[src/rtl/chrono_ctrl_if.sv]
// Counter-side bus of the stopwatch sequencer: divider tick and BCD count in,
// enable/direction/clear out.
interface chrono_ctrl_if;
  logic       tick;
  logic [3:0] cntZ;
  logic [3:0] cntU;
  logic       enable;
  logic       upDown;
  logic       clrCnt;

  modport master (
    input  tick,
    input  cntZ,
    input  cntU,
    output enable,
    output upDown,
    output clrCnt
  );

  modport slave (
    output tick,
    output cntZ,
    output cntU,
    input  enable,
    input  upDown,
    input  clrCnt
  );
endinterface

[src/rtl/chrono_ctrl.sv]
// Stopwatch control sequencer: debounces start/lap/clear buttons and drives the counter's
// enable, direction and clear, plus lap-freeze snapshot and terminal-count alarm.
module chrono_ctrl #(
  parameter int unsigned DEB_CYCLES  = 500000,
  parameter int unsigned DEB_W       = 19,
  parameter int unsigned ALARM_TICKS = 6
) (
  input  logic          clk,
  input  logic          rst,
  input  logic          btnStart,
  input  logic          btnLap,
  input  logic          btnClr,
  input  logic          modeDown,
  chrono_ctrl_if.master ctr,
  output logic          freeze,
  output logic [3:0]    lapZ,
  output logic [3:0]    lapU,
  output logic          alarm,
  output logic [2:0]    state
);

  localparam int unsigned AlarmW = $clog2(ALARM_TICKS + 1);
  localparam logic [DEB_W-1:0]  DebLast   = DEB_W'(DEB_CYCLES - 1);
  localparam logic [AlarmW-1:0] AlarmLast = AlarmW'(ALARM_TICKS - 1);

  typedef enum logic [2:0] {
    Idle  = 3'd0,
    Run   = 3'd1,
    Pause = 3'd2,
    Lap   = 3'd3,
    Done  = 3'd4
  } stateE;

  // Button index: 0 = start, 1 = lap, 2 = clear.
  logic [2:0]       btnRaw;
  logic [2:0]       sync1Q, sync2Q, accQ, accPrevQ, pressQ;
  logic [DEB_W-1:0] debCntQ [3];

  assign btnRaw = {btnClr, btnLap, btnStart};

  // Counter runs only while the synchronized level differs from the accepted one,
  // so any bounce back to the accepted level restarts the stability window.
  always_ff @(posedge clk or negedge rst) begin
    if (!rst) begin
      sync1Q   <= '0;
      sync2Q   <= '0;
      accQ     <= '0;
      accPrevQ <= '0;
      pressQ   <= '0;
      for (int i = 0; i < 3; i++) debCntQ[i] <= '0;
    end else begin
      sync1Q   <= btnRaw;
      sync2Q   <= sync1Q;
      accPrevQ <= accQ;
      pressQ   <= accQ & ~accPrevQ;
      for (int i = 0; i < 3; i++) begin
        if (sync2Q[i] == accQ[i]) begin
          debCntQ[i] <= '0;
        end else if (debCntQ[i] == DebLast) begin
          accQ[i]    <= sync2Q[i];
          debCntQ[i] <= '0;
        end else begin
          debCntQ[i] <= debCntQ[i] + 1'b1;
        end
      end
    end
  end

  stateE             stateQ, stateD;
  logic              enableQ, enableD, upDownQ, upDownD, clrCntQ, clrCntD;
  logic              freezeQ, freezeD, alarmQ, alarmD, termQ;
  logic [3:0]        lapZQ, lapZD, lapUQ, lapUD;
  logic [AlarmW-1:0] alarmCntQ, alarmCntD;
  logic              clrP, startP, lapP;

  assign clrP   = pressQ[2];
  assign startP = pressQ[0] & ~pressQ[2];
  assign lapP   = pressQ[1] & ~pressQ[2] & ~pressQ[0];

  always_comb begin
    stateD    = stateQ;
    upDownD   = upDownQ;
    clrCntD   = 1'b0;
    lapZD     = lapZQ;
    lapUD     = lapUQ;
    alarmD    = alarmQ;
    alarmCntD = alarmCntQ;
    case (stateQ)
      Idle: begin
        upDownD = ~modeDown;
        if (clrP) begin
          clrCntD = 1'b1;
          lapZD   = '0;
          lapUD   = '0;
        end else if (startP && !termQ) begin
          stateD = Run;
        end
      end
      Run: begin
        if (termQ) begin
          stateD = Done;
        end else if (startP) begin
          stateD = Pause;
        end else if (lapP) begin
          stateD = Lap;
          lapZD  = ctr.cntZ;
          lapUD  = ctr.cntU;
        end
      end
      Lap: begin
        if (termQ)       stateD = Done;
        else if (startP) stateD = Pause;
        else if (lapP)   stateD = Run;
      end
      Pause: begin
        upDownD = ~modeDown;
        if (clrP) begin
          clrCntD = 1'b1;
          lapZD   = '0;
          lapUD   = '0;
          stateD  = Idle;
        end else if (startP && !termQ) begin
          stateD = Run;
        end
      end
      Done: begin
        if (clrP || startP) begin
          clrCntD = clrP;
          alarmD  = 1'b0;
          stateD  = Idle;
        end else if (ctr.tick) begin
          if (alarmCntQ == AlarmLast) begin
            alarmD = 1'b0;
            stateD = Idle;
          end else begin
            alarmD    = ~alarmQ;
            alarmCntD = alarmCntQ + 1'b1;
          end
        end
      end
      default: stateD = Idle;
    endcase
    if (stateD == Done && stateQ != Done) begin
      alarmD    = 1'b1;
      alarmCntD = '0;
    end
    enableD = (stateD == Run) || (stateD == Lap);
    freezeD = (stateD == Lap);
  end

  always_ff @(posedge clk or negedge rst) begin
    if (!rst) begin
      stateQ    <= Idle;
      enableQ   <= 1'b0;
      upDownQ   <= 1'b1;
      clrCntQ   <= 1'b0;
      freezeQ   <= 1'b0;
      lapZQ     <= '0;
      lapUQ     <= '0;
      alarmQ    <= 1'b0;
      alarmCntQ <= '0;
      termQ     <= 1'b0;
    end else begin
      stateQ    <= stateD;
      enableQ   <= enableD;
      upDownQ   <= upDownD;
      clrCntQ   <= clrCntD;
      freezeQ   <= freezeD;
      lapZQ     <= lapZD;
      lapUQ     <= lapUD;
      alarmQ    <= alarmD;
      alarmCntQ <= alarmCntD;
      termQ     <= upDownQ ? (ctr.cntZ == 4'd9 && ctr.cntU == 4'd9)
                           : (ctr.cntZ == 4'd0 && ctr.cntU == 4'd0);
    end
  end

  assign ctr.enable = enableQ;
  assign ctr.upDown = upDownQ;
  assign ctr.clrCnt = clrCntQ;
  assign freeze     = freezeQ;
  assign lapZ       = lapZQ;
  assign lapU       = lapUQ;
  assign alarm      = alarmQ;
  assign state      = stateQ;

endmodule
[src/flat_wrapper.sv]
// flat-port wrapper written by rule: the top's interface ports become plain ports
module chrono_ctrl_flat 
#(
  parameter int unsigned DEB_CYCLES  = 500000,
  parameter int unsigned DEB_W       = 19,
  parameter int unsigned ALARM_TICKS = 6
)
  (clk, rst, btnStart, btnLap, btnClr, modeDown, freeze, lapZ, lapU, alarm, state, ctr_tick, ctr_cntZ, ctr_cntU, ctr_enable, ctr_upDown, ctr_clrCnt);
  chrono_ctrl_if ctr_i ();
  input  logic clk;
  input  logic rst;
  input  logic btnStart;
  input  logic btnLap;
  input  logic btnClr;
  input  logic modeDown;
  output logic freeze;
  output logic [3:0] lapZ;
  output logic [3:0] lapU;
  output logic alarm;
  output logic [2:0] state;
  input wire logic [$bits(ctr_i.tick)-1:0] ctr_tick;
  input wire logic [$bits(ctr_i.cntZ)-1:0] ctr_cntZ;
  input wire logic [$bits(ctr_i.cntU)-1:0] ctr_cntU;
  output wire logic [$bits(ctr_i.enable)-1:0] ctr_enable;
  output wire logic [$bits(ctr_i.upDown)-1:0] ctr_upDown;
  output wire logic [$bits(ctr_i.clrCnt)-1:0] ctr_clrCnt;
  assign ctr_i.tick = ctr_tick;
  assign ctr_i.cntZ = ctr_cntZ;
  assign ctr_i.cntU = ctr_cntU;
  assign ctr_enable = ctr_i.enable;
  assign ctr_upDown = ctr_i.upDown;
  assign ctr_clrCnt = ctr_i.clrCnt;
  chrono_ctrl #(.DEB_CYCLES(DEB_CYCLES), .DEB_W(DEB_W), .ALARM_TICKS(ALARM_TICKS)) u_core (.clk(clk), .rst(rst), .btnStart(btnStart), .btnLap(btnLap), .btnClr(btnClr), .modeDown(modeDown), .ctr(ctr_i), .freeze(freeze), .lapZ(lapZ), .lapU(lapU), .alarm(alarm), .state(state));
endmodule
[config.mk]
export PLATFORM = sky130hd
export DESIGN_NAME = chrono_ctrl_flat
export DESIGN_NICKNAME = d
export VERILOG_FILES = /design/src/rtl/chrono_ctrl_if.sv /design/src/rtl/chrono_ctrl.sv /design/src/flat_wrapper.sv
export SDC_FILE = /design/constraint.sdc
export NUM_CORES = 1
export LEC_CHECK = 0
export ABC_AREA = 1
export ABC_CLOCK_PERIOD_IN_PS = 1800
export BUFFER_PORTS_ARGS = -buffer_cell sky130_fd_sc_hd__buf_2
export CAP_MARGIN = 20
export CORE_UTILIZATION = 61
export DETAILED_ROUTE_END_ITERATION = 10
export PLACE_DENSITY = 0.8
export SLEW_MARGIN = 20
export SYNTH_ARGS = -nofsm -noshare
export SYNTH_HDL_FRONTEND = slang
export SYNTH_SLANG_ARGS = --single-unit
[constraint.sdc]
create_clock -name clk -period 1.8 [get_ports clk]
set_input_delay 0.36 -clock clk [delete_from_list [all_inputs] [get_ports clk]]
set_output_delay 0.36 -clock clk [all_outputs]
set_load 0.02 [all_outputs]
Word-level counts from Yosys, hierarchy flattened
Index checks and enable logic that the tools add are counted.
{ "word_totals": {"ff_bits": 92, "output_inout_bits": 16, "word_cells": 122} }
{ "classes": {"addsub": 4, "n_eq_ne": 23, "n_mux": 42, "bitwise_logic": 12, "reduce_logical": 21} }
{ "op_table": {"columns": ["operator", "n"], "rows": [
  ["$mux 19", 6],
  ["$add 19x1->19 const B", 3],
  ["$eq 19x19->1 const B", 3],
  ["$mux 3", 17],
  ["$mux 4", 7],
  ["$pmux 4 s2", 2],
  ["$pmux 3 s5", 1],
  ["$eq 3x2->1 const B", 3],
  ["$eq 3x3->1 const B", 3],
  ["$eq 4x4->1 const B", 2],
  ["$logic_not 4->1", 2],
  ["$mux 1", 8],
  ["$ne 2x2->1 const B", 4],
  ["$reduce_and 2->1", 4],
  ["$not 1->1", 7],
  ["$eq 3x1->1 const B", 2],
  ["$reduce_bool 2->1", 3],
  ["$reduce_and 5->1", 1],
  ["$logic_and 1x1->1", 4],
  ["$ne 2x1->1 const B", 2],
  ["$reduce_and 4->1", 1],
  ["$add 3x1->3 const B", 1],
  ["$and 1x1->1", 3],
  ["$and 3x3->3", 1],
  ["other kinds (9)", 12]
]} }

Longest topological paths before layout
Gate-level depths: netlist of run 1.
{ "depth": {"ltp_word": 11, "ltp_mapped": 8, "mapped_depth_nobuf": 8} }

Worst setup path after synthesis of run 1
No wires, ideal clock.
{ "synth_path": {"kind": "reg-to-reg", "from": "register u_core.debCntQ[19] in the netlist's numbering", "to": "register u_core.debCntQ[37] in the netlist's numbering", "setup_ns": 0.132, "t_arrival_ns": 1.289, "t_required_ns": 1.668, "setup_slack_ns": 0.379, "path_stages_with_launch": 9, "cell_sequence": "dfrtp_1 -> ha_1 -> inv_1 -> nor2_2 -> inv_2 -> nor2_1 -> nand3_1 -> nand3_1 -> nor2_1"} }
{ "synth_via": {"elab_chain_cells": 3, "elab_cells_between_ends": 4, "cone_classes": "add/sub: 1; eq/ne: 1; mux: 2"} }
{ "synth_lines": {"columns": ["element", "line_no", "source"], "rows": [
  ["start: declaration", "chrono_ctrl.sv:37", "logic [DEB_W-1:0] debCntQ [3];"],
  ["start signal: indexed assignment", "chrono_ctrl.sv:63", "debCntQ[i] <= debCntQ[i] + 1'b1;"],
  ["$add 19x1->19 or $eq 19x19->1 (tied branches)", "chrono_ctrl.sv:63, chrono_ctrl.sv:59", null],
  ["$mux 19 (*)", "chrono_ctrl.sv:59", "end else if (debCntQ[i] == DebLast) begin"],
  ["$mux 19 (*)", "chrono_ctrl.sv:57", "if (sync2Q[i] == accQ[i]) begin"]
]} }
Mark *: on every way between the ends. The rest lies on a longest branch, timed or not.
A chain may end at the register's enable or synchronous reset.

Worst setup path in the final report of run 1
{ "layout_path": {"from": "register u_core.debCntQ[19] in the netlist's numbering", "to": "register u_core.debCntQ[27] in the netlist's numbering"} }
The elaborated chain is that of the path after synthesis.

==> results of run 1 <==
==> registers in the layout, summed over array words and instances, names as in the netlist <==
register / cells
u_core.accPrevQ: 3
u_core.accQ: 3
u_core.alarm: 1
u_core.alarmCntQ: 3
u_core.ctr.clrCnt: 1
u_core.ctr.enable: 1
u_core.ctr.upDown: 1
u_core.debCntQ: 57
u_core.freeze: 1
u_core.lapU: 4
u_core.lapZ: 4
u_core.pressQ: 3
u_core.state: 3
u_core.sync1Q: 3
u_core.sync2Q: 3
u_core.termQ: 1
==> cells in the mapped netlist (5+ instances only) <==
cell	n	share of area, %
ha_1	5	1.3
nor3_1	16	1.7
nor2_1	123	9.6
o21bai_1	6	0.93
nor2_4	7	1.6
nand4_1	25	3.2
nand2_1	89	6.9
dfrtp_1	91	47
nand2_2	18	2.3
nand3_1	44	4.6
o21ai_0	6	0.62
a21oi_1	19	2.0
xor2_1	23	4.2
nor2_2	18	2.3
o21ai_2	7	1.3
inv_1	64	5.0
==> final timing paths <==
check | start | to | slack (ns) | cells after the start
max | u_core.debCntQ[19] | u_core.debCntQ[27] | 0.20 | 6
min | btnStart | u_core.sync1Q[0] | 0.08 | 1
max reg2reg | u_core.debCntQ[19] | u_core.debCntQ[27] | 0.20 | 6
min reg2reg | u_core.sync1Q[2] | u_core.sync2Q[2] | 0.36 | 0
max in group asynchronous | rst | u_core.debCntQ[50] | 1.01 | 3
min in group asynchronous | rst | u_core.ctr.enable | 0.49 | 3
==> metal layers <==
metal	global-route usage (%)	up-vias	routed length [µm]
li1	-	1999	-
met2	42.0	118	4700
met4	11.9	0	244
met3	5.36	30	507
met5	0	-	0
met1	35.4	1923	4610
==> critical path: stages (launching register included) <==
cell	delay, ns
dfrtp_1	0.45
ha_2	0.29
nand2_1	0.08
nor2_1	0.18
nand3_1	0.16
nand2_1	0.25
nor3_1	0.08
==> timing repair <==
item / in CTS / in global routing
endpoints found under the hold margin: 81 / 0
endpoints found under the setup margin: 0 / 14
gates resized for setup: 0 / 2
hold buffers: 1 / 0
==> area by class of cell <==
class	count	area, µm²	share of cell area, %
clock buffers	9	124	2.32
clock inverters	7	80.1	1.50
inverters	67	251	4.70
multi-input cells	429	2250	42.1
flip-flops and latches	92	2300	43.1
well taps	102	128	2.39
repair buffers	34	210	3.93
==> through the flow <==
| step | hold WS (ns) | setup slack (ns) | cell area [µm²] | total power, W |
|---|---|---|---|---|
| final | 0.0762 | 0.196 | 5350 | 0.00405 |
| after global routing | 0.0545 | 0.000766 | 5350 | 0.00425 |
| after CTS | 0.0623 | 0.145 | 5340 | 0.00408 |
| after detailed placement | 0.341 | 0.155 | 5130 | 0.00268 |
| after global placement | 0.342 | 0.227 | 5130 | 0.00265 |
| after floorplan | 0.0644 | 0.379 | 4830 | 0.00251 |
==> power groups by stage <==
stage / clock network [W] / logic (W) / registers [W]
global route: 0.00154 / 0.000467 / 0.00225
global placement: 0 / 0.000383 / 0.00227
finish: 0.00141 / 0.000405 / 0.00223
detailed placement: 0 / 0.000405 / 0.00227
floorplan: 0 / 0.000220 / 0.00229
CTS: 0.00144 / 0.000407 / 0.00223
==> layout by cell type, fill, tap and decap left out, types with 2 or more instances in the layout <==
cell type  synthesis  layout
nor2_1           123     123
dfrtp_1           91      91
nand2_1           89      89
inv_1             64      64
nand3_1           44      44
buf_2              1      29
nand4_1           25      25
xor2_1            23      23
a21oi_1           19      19
nor2_2            18      18
nand2_2           18      18
nor3_1            16      16
clkbuf_8           0       9
nor2_4             7       7
o21ai_2            7       7
o21ai_0            6       6
o21bai_1           6       6
nand3b_1           3       3
inv_2              3       3
o21ai_1            3       3
nor3b_1            3       3
ha_1               5       3
nor3_2             2       2
a21oi_2            2       2
o21a_1             2       2
a41oi_1            2       2
ha_2               0       2
inv_8              0       2
clkinv_8           0       2
buf_4              0       2
buf_12             0       2
==> cell families after synthesis <==
kind of cell,count (synthesis),share of synthesized area (%)
compound gates,49,6.45
fa+ha+maj,5,1.29
xor+xnor,25,4.69
flops,92,47.7
simple gates,350,34.0
buf+inv,71,5.85
==> reports/metrics.yaml, run 1 <==
global_route:
  grt.total_usage_pct: 26.5
  antenna_found_initial: 0
  grt_pass1_wl_um: 17400
  overflow: 0
  grt_start_max_net_pins: 55
  first_global_vias: 3924
timing:
  final.setup.tns_ns: 0
  rsz0062_at_grt: "no"
  fin_crit_sh_pct: 89.1
  tightest_slew_ns: 0.437
  setup_violations: 0
  maxSlewViolCount: 0
  skew_ns: 0.0192
  finalHoldViolCount: 0
  relSlewSlack_pct: 70.8
  fin_crit_ns: 1.60
  max_freq_mhz: 624
status:
  outcome: "finished clean"
power:
  power_density_nw_per_um2: 757
  switchingPower_w: 0.00120
  clockPowerShare_pct: 34.8
  combPwrFrac_pct: 10.0
  p_leak_nw: 2.19
  p_sw_share_pct: 29.6
  seq_power_share_pct: 55.2
  p_int_w: 0.00285
  ir_worst_vdd_mv: 0.538
route:
  dr.pass1.iters: 4
  post_drt_via_cell_ratio: 5.50
  first_iter_violations: 161
  post-route-drc-count: 0
  ant_nets: 0
  vias: 4070
  wl_per_cell_um: 13.6
  wirelength_um: 10100
setup_path:
  crit_required_ns: 2.05
  cp.arrival_ns: 1.85
  cp-start-kind: "flop"
  cp-end-kind: "flop"
  path_max_fanout: 7
  critical_path_class: "flop to flop"
die:
  num_rows: 32
  start_util_pct: 62.9
  fp.dieH_um: 91
  dieArea_um2: 8280
  core_um2: 7690
  die_w_um: 91
  ios: 31
synthesis:
  synth_edf_count: 0
  ys_types: 34
  synthesis.nets: 612
  syn_area_um2: 4830
  yosys_warnings: 0
  syn_inst: 592
  synthArstFlopShare_pct: 100
  avgSynthCellArea_um2: 8.16
  ys_ff_latch: 92
  ys_seq_area_share_pct: 47.7
  ys.flop_type: "dfrtp_1"
worst_hold_path:
  hp-class: "primary input to flop"
place:
  dp_cells: 723
  portBuffers: 30
  place_congestion: 0.936
  hpwlAfterDp_um: 7440
finish:
  fin_cells: 740
  drive_gt1_share_pct: 17.6
  syn2layout_area_growth_pct: 10.7
  nNetsFinal: 653
  utilization_pct: 69.6
  antenna_cells: 0
  fill_cells: 633
clocking:
  cts_tree: "yes"
  cts_buffers: 9
  cts_max_level: 3
  root_buffer: "clkbuf_8"
  cts_max_path_buffers: 2
  path_clk_slew_ns: 0.11
  clock-sinks: 92
  cts_setup_buffers: 0
  clkLatencyLatePin_ns: 0.38
run:
  drv_cap: 0
Note: power is estimated with default switching activity, not from simulation.
==> inputs of run 2 (changes only) <==
--- a/config.mk
+++ b/config.mk
@@ -9,10 +9,10 @@
 export ABC_CLOCK_PERIOD_IN_PS = 1800
 export BUFFER_PORTS_ARGS = -buffer_cell sky130_fd_sc_hd__buf_2
 export CAP_MARGIN = 20
-export CORE_UTILIZATION = 61
+export CORE_UTILIZATION = 35
 export DETAILED_ROUTE_END_ITERATION = 10
-export PLACE_DENSITY = 0.8
 export SLEW_MARGIN = 20
 export SYNTH_ARGS = -nofsm -noshare
 export SYNTH_HDL_FRONTEND = slang
 export SYNTH_SLANG_ARGS = --single-unit
+export TNS_END_PERCENT = 20
==> run 2 against run 1 <==
Net effect: the run now ends with hold timing left; clock skew is 0.013 ns lower; routed wire length is 1.2% higher; hold slack worse by 0.096 ns; critical path depth stayed put; via count is 2.8% lower; total power is 17% higher; combinational power is 2% lower; first-iteration DRC count is 81% higher; critical path type unchanged; largest power group unchanged; highest routed layer unchanged.
==> reports/metrics.yaml, run 2 (synthesis results as in run 1) <==
status:
  outcome: "finished, violations left"
  violations: "hold timing"
place:
  portBuffers: 30
  place_congestion: 0.889
  hpwlAfterDp_um: 7790
  placedInstanceArea_um2: 5220
global_route:
  grt_start_max_net_pins: 37
  overflow: 0
  antenna_found_initial: 0
  grt.total_usage_pct: 15.6
  first_global_vias: 3822
  grt_pass1_wl_um: 17800
timing:
  max_freq_mhz: 621
  final.setup.tns_ns: 0
  finalHoldViolCount: 15
  maxSlewViolCount: 0
  tightest_slew_ns: 0.499
  fin_crit_ns: 1.61
  skew_ns: 0.00568
  rsz0062_at_grt: "no"
  fin_crit_sh_pct: 89.4
  setup_violations: 0
  relSlewSlack_pct: 66.7
  timing.hold.ws_ns: -0.0194
die:
  dieArea_um2: 14300
  fp.dieH_um: 120
  num_rows: 42
  start_util_pct: 36.2
  ios: 31
  core_um2: 13300
  die_w_um: 120
clocking:
  cts_tree: "yes"
  cts_buffers: 9
  root_buffer: "clkbuf_16"
  clkLatencyLatePin_ns: 0.34
  cts_max_path_buffers: 2
  cts_setup_buffers: 0
  clock-sinks: 92
  cts_max_level: 3
  path_clk_slew_ns: 0.06
setup_path:
  cp.arrival_ns: 1.83
  setup.worst_path.start: "u_core.debCntQ[19]"
  critical_path_class: "flop to flop"
  path_max_fanout: 7
  crit_required_ns: 2.02
  cp-start-kind: "flop"
  cp-end-kind: "flop"
  r2r-start: "u_core.debCntQ[19]"
power:
  p_leak_nw: 2.25
  power_density_nw_per_um2: 852
  ir_worst_vdd_mv: 0.524
finish:
  syn2layout_area_growth_pct: 15.2
  largest_register: "u_core.debCntQ"
  nNetsFinal: 654
  layout_commonest_cell: "nor2_1"
  largest_reg_flops: 57
  drive_gt1_share_pct: 17.7
  final_cell_mix: "nor2_1 (123), dfrtp_1 (91), nand2_1 (89)"
  stdcell_area_um2: 5570
  antenna_cells: 0
route:
  ant_nets: 0
  wirelength_um: 10200
  dr.pass1.iters: 4
  first_iter_violations: 292
  wl_per_cell_um: 12.5
  vias: 3957
  post_drt_via_cell_ratio: 4.86
  post-route-drc-count: 0
worst_hold_path:
  hp-class: "primary input to asynchronous set/reset pin"
run:
  drv_cap: 0
==> run 2: repair_timing <==
item / 4_1_cts / 5_1_grt
resized for setup: 0 / 2
setup endpoints to repair: 0 / 12
hold buffers: 0 / 0
==> run 2: area by class of cell <==
type                            instances  area, µm²
Tap cell                              176        220
Clock buffer                           13        270
Timing Repair Buffer                   35        203
Multi-Input combinational cell        429       2250
Clock inverter                          3       67.6
Fill cell                            1336       7780
Inverter                               67        251
Sequential cell                        92       2300
==> run 2: path summary, 6_finish.rpt <==
kind / to / slack [ns] / depth (start not counted)
max in group asynchronous: u_core.ctr.upDown / 1.18 / 2
hold / removal: u_core.debCntQ[26] / -0.02 / 1
hold reg to reg: u_core.sync2Q[0] / 0.35 / 0
setup reg to reg: u_core.debCntQ[36] / 0.19 / 6
min in group clk: u_core.sync1Q[1] / 0.13 / 1
setup / recovery: u_core.debCntQ[36] / 0.19 / 6
==> run 2: metal layers <==
| layer | share of wire [%] | global-route usage (%) |
|---|---|---|
| met5 | 0 | 0 |
| met4 | 1.5 | 6.02 |
| met1 | 49 | 21.6 |
| met3 | 2.6 | 2.71 |
| met2 | 47 | 24.2 |
==> run 2: per-stage QoR <==
| step | worst slack, ns | hold slack, ns | power (W) | utilization [%] | instances |
|---|---|---|---|---|---|
| after CTS | 0.117 | 0.00266 | 0.00480 | 41.7 | 815 |
| final | 0.190 | -0.0194 | 0.00474 | 41.7 | 815 |
| after global placement | 0.189 | 0.337 | 0.00266 | 39.1 | 799 |
| after floorplan | 0.379 | 0.0644 | 0.00251 | - | 592 |
| after global routing | 0.0350 | 0.0151 | 0.00494 | 41.7 | 815 |
| after detailed placement | 0.127 | 0.335 | 0.00268 | 39.1 | 799 |
==> run 2: power by group <==
group / internal [W] / leakage (nW) / switching [W] / total (W)
clock network: 0.00133 / 0.162 / 0.000777 / 0.00211
registers: 0.00216 / 1.21 / 0.0000793 / 0.00224
logic: 0.000140 / 0.881 / 0.000256 / 0.000396
total: 0.00363 / 2.25 / 0.00111 / 0.00474
==> run 2: critical path, cell delays in order (launching register included) <==
cell and delay, ns:
dfrtp_1 0.45, ha_2 0.30, nand2_1 0.09, nor2_1 0.17
nand3_1 0.16, nand2_1 0.24, a21oi_1 0.07
==> inputs of run 3 (changes only) <==
--- a/config.mk
+++ b/config.mk
@@ -9,7 +9,8 @@
 export ABC_CLOCK_PERIOD_IN_PS = 1800
 export BUFFER_PORTS_ARGS = -buffer_cell sky130_fd_sc_hd__buf_2
 export CAP_MARGIN = 20
-export CORE_UTILIZATION = 35
+export CORE_UTILIZATION = 30
+export CTS_CLUSTER_SIZE = 40
 export DETAILED_ROUTE_END_ITERATION = 10
 export SLEW_MARGIN = 20
 export SYNTH_ARGS = -nofsm -noshare
==> run 3 against run 2 <==
Net effect: the run now ends clean; fmax decreased by 1.9%; routed wire length up 0.47%; critical path depth up 2; clock power shrank 12%; global-route usage shrank 2.2 points; design area increased by 0.38%; count of clock-buffer cells in the layout shrank 3; first-iteration DRC count shrank 0.34%; non-clock buffer count rose by 2; cell count is 5.2% higher; clock skew grew 0.0040 ns; critical path type unchanged.
==> reports/metrics.yaml, run 3 (synthesis results as in run 1) <==
finish:
  largest_reg_flops: 57
  nNetsFinal: 656
  drive_gt1_share_pct: 17.9
  fin_cells: 857
  multi_input_area_um2: 2250
  largest_register: "u_core.debCntQ"
  layout_commonest_cell: "nor2_1"
  fill_cells: 1668
  antenna_cells: 0
  final-seq-area_um2: 2300
  syn2layout_area_growth_pct: 15.6
  final_cell_mix: "nor2_1 (123), dfrtp_1 (91), nand2_1 (88)"
global_route:
  grt.total_usage_pct: 13.3
  grt_start_max_net_pins: 34
  antenna_found_initial: 0
  grt_pass1_wl_um: 17500
  overflow: 0
  first_global_vias: 3685
clocking:
  root_buffer: "clkbuf_16"
  cts_max_path_buffers: 2
  clkLatencyLatePin_ns: 0.35
  clock-sinks: 92
  cts_buffers: 9
  cts_setup_buffers: 0
  cts_max_level: 3
  path_clk_slew_ns: 0.07
  cts_tree: "yes"
route:
  dr.pass1.iters: 5
  wirelength_um: 10200
  first_iter_violations: 291
  wl_per_cell_um: 11.9
  post_drt_via_cell_ratio: 4.52
  vias: 3873
  post-route-drc-count: 0
  ant_nets: 0
setup_path:
  reg2reg_slack_ns: 0.16
  rr_worst_depth: 8
  path_max_fanout: 7
  cp.arrival_ns: 1.87
  critical_path_class: "flop to flop"
  r2r_end: "u_core.debCntQ[56]"
  cp-end-kind: "flop"
  setup.worst_path.start: "u_core.debCntQ[38]"
  crit_required_ns: 2.03
  cp-start-kind: "flop"
  r2r-start: "u_core.debCntQ[38]"
power:
  seq_power_share_pct: 49.9
  ir_worst_vdd_mv: 0.502
  power_density_nw_per_um2: 801
  combPwrFrac_pct: 8.8
  p_int_w: 0.00329
  p_sw_share_pct: 26.4
  switchingPower_w: 0.00118
  p_leak_nw: 2.24
  clockPowerShare_pct: 41.3
timing:
  skew_ns: 0.00969
  finalHoldViolCount: 0
  relSlewSlack_pct: 69.6
  fin_crit_sh_pct: 91.2
  maxSlewViolCount: 0
  final.setup.tns_ns: 0
  setup_violations: 0
  rsz0062_at_grt: "no"
  max_freq_mhz: 609
  fin_crit_ns: 1.64
  tightest_slew_ns: 0.456
worst_hold_path:
  worstHoldStart: "btnClr"
  worstHoldEndpoint: "u_core.sync1Q[2]"
  hp-class: "primary input to flop"
  hold_path_depth: 1
die:
  die_w_um: 129
  ios: 31
  start_util_pct: 30.5
  core_um2: 15800
  dieArea_um2: 16600
  num_rows: 46
  fp.dieH_um: 129
run:
  drv_cap: 0
place:
  dp_cells: 840
  portBuffers: 30
  place_congestion: 0.865
  hpwlAfterDp_um: 7610
status:
  outcome: "finished clean"
==> run 3: how the worst max path moves through the flow <==
stage / endpoint / cells after the start / slack, ns
2_1_floorplan: u_core.debCntQ[37] / 8 / 0.38
3_3_place_gp: u_core.debCntQ[37] / 8 / 0.22
3_5_place_dp: u_core.debCntQ[36] / 6 / 0.18
4_1_cts: u_core.debCntQ[27] / 6 / 0.14
5_1_grt: u_core.debCntQ[56] / 8 / 0.01
6_report: u_core.debCntQ[56] / 8 / 0.16
==> run 3: final cells by class <==
cell class | instances | share of cell area, %
clock buffer | 10 | 4.28
clock inverter | 6 | 0.940
inverter | 67 | 4.50
multi-input combinational | 429 | 40.3
sequential | 92 | 41.2
tap | 216 | 4.84
timing repair buffer | 37 | 3.94
==> run 3: stage by stage <==
stage	total power [W]	hold WS (ns)	area (µm²)	setup WS, ns	utilization (%)
floorplan	0.00251	0.0644	4830	0.379	-
global placement	0.00267	0.335	5280	0.225	33.4
detailed placement	0.00267	0.335	5280	0.177	33.4
CTS	0.00456	0.112	5580	0.143	35.3
global route	0.00469	0.115	5590	0.0137	35.3
finish	0.00448	0.125	5590	0.159	35.3
==> run 3: repair_timing <==
action | CTS | global route
gates resized for setup | 0 | 2
setup endpoints to repair | 0 | 9
hold endpoints to repair | 28 | 0
hold buffers | 1 | 0
==> run 3: worst max-delay path, stage by stage, from the launching register on <==
cell and delay, ns:
dfrtp_1 0.42, ha_1 0.32, inv_1 0.13, nor2_4 0.17, inv_1 0.06, nor2_1 0.12
nand3_1 0.15, nand3_1 0.12, nor2_1 0.04
==> run 3: per-layer routing <==
layer  track usage (%)  share of wire [%]
met2              20.6                 43
met4              4.08                1.3
met5                 0                  0
met3              3.62                3.9
met1              18.2                 52
==> run 3: power groups by stage <==
stage / Combinational (W) / Clock [W] / Sequential [W]
detailed placement: 0.000399 / 0 / 0.00227
global placement: 0.000394 / 0 / 0.00227
floorplan: 0.000220 / 0 / 0.00229
finish: 0.000393 / 0.00185 / 0.00223
CTS: 0.000402 / 0.00192 / 0.00223
global route: 0.000448 / 0.00200 / 0.00225
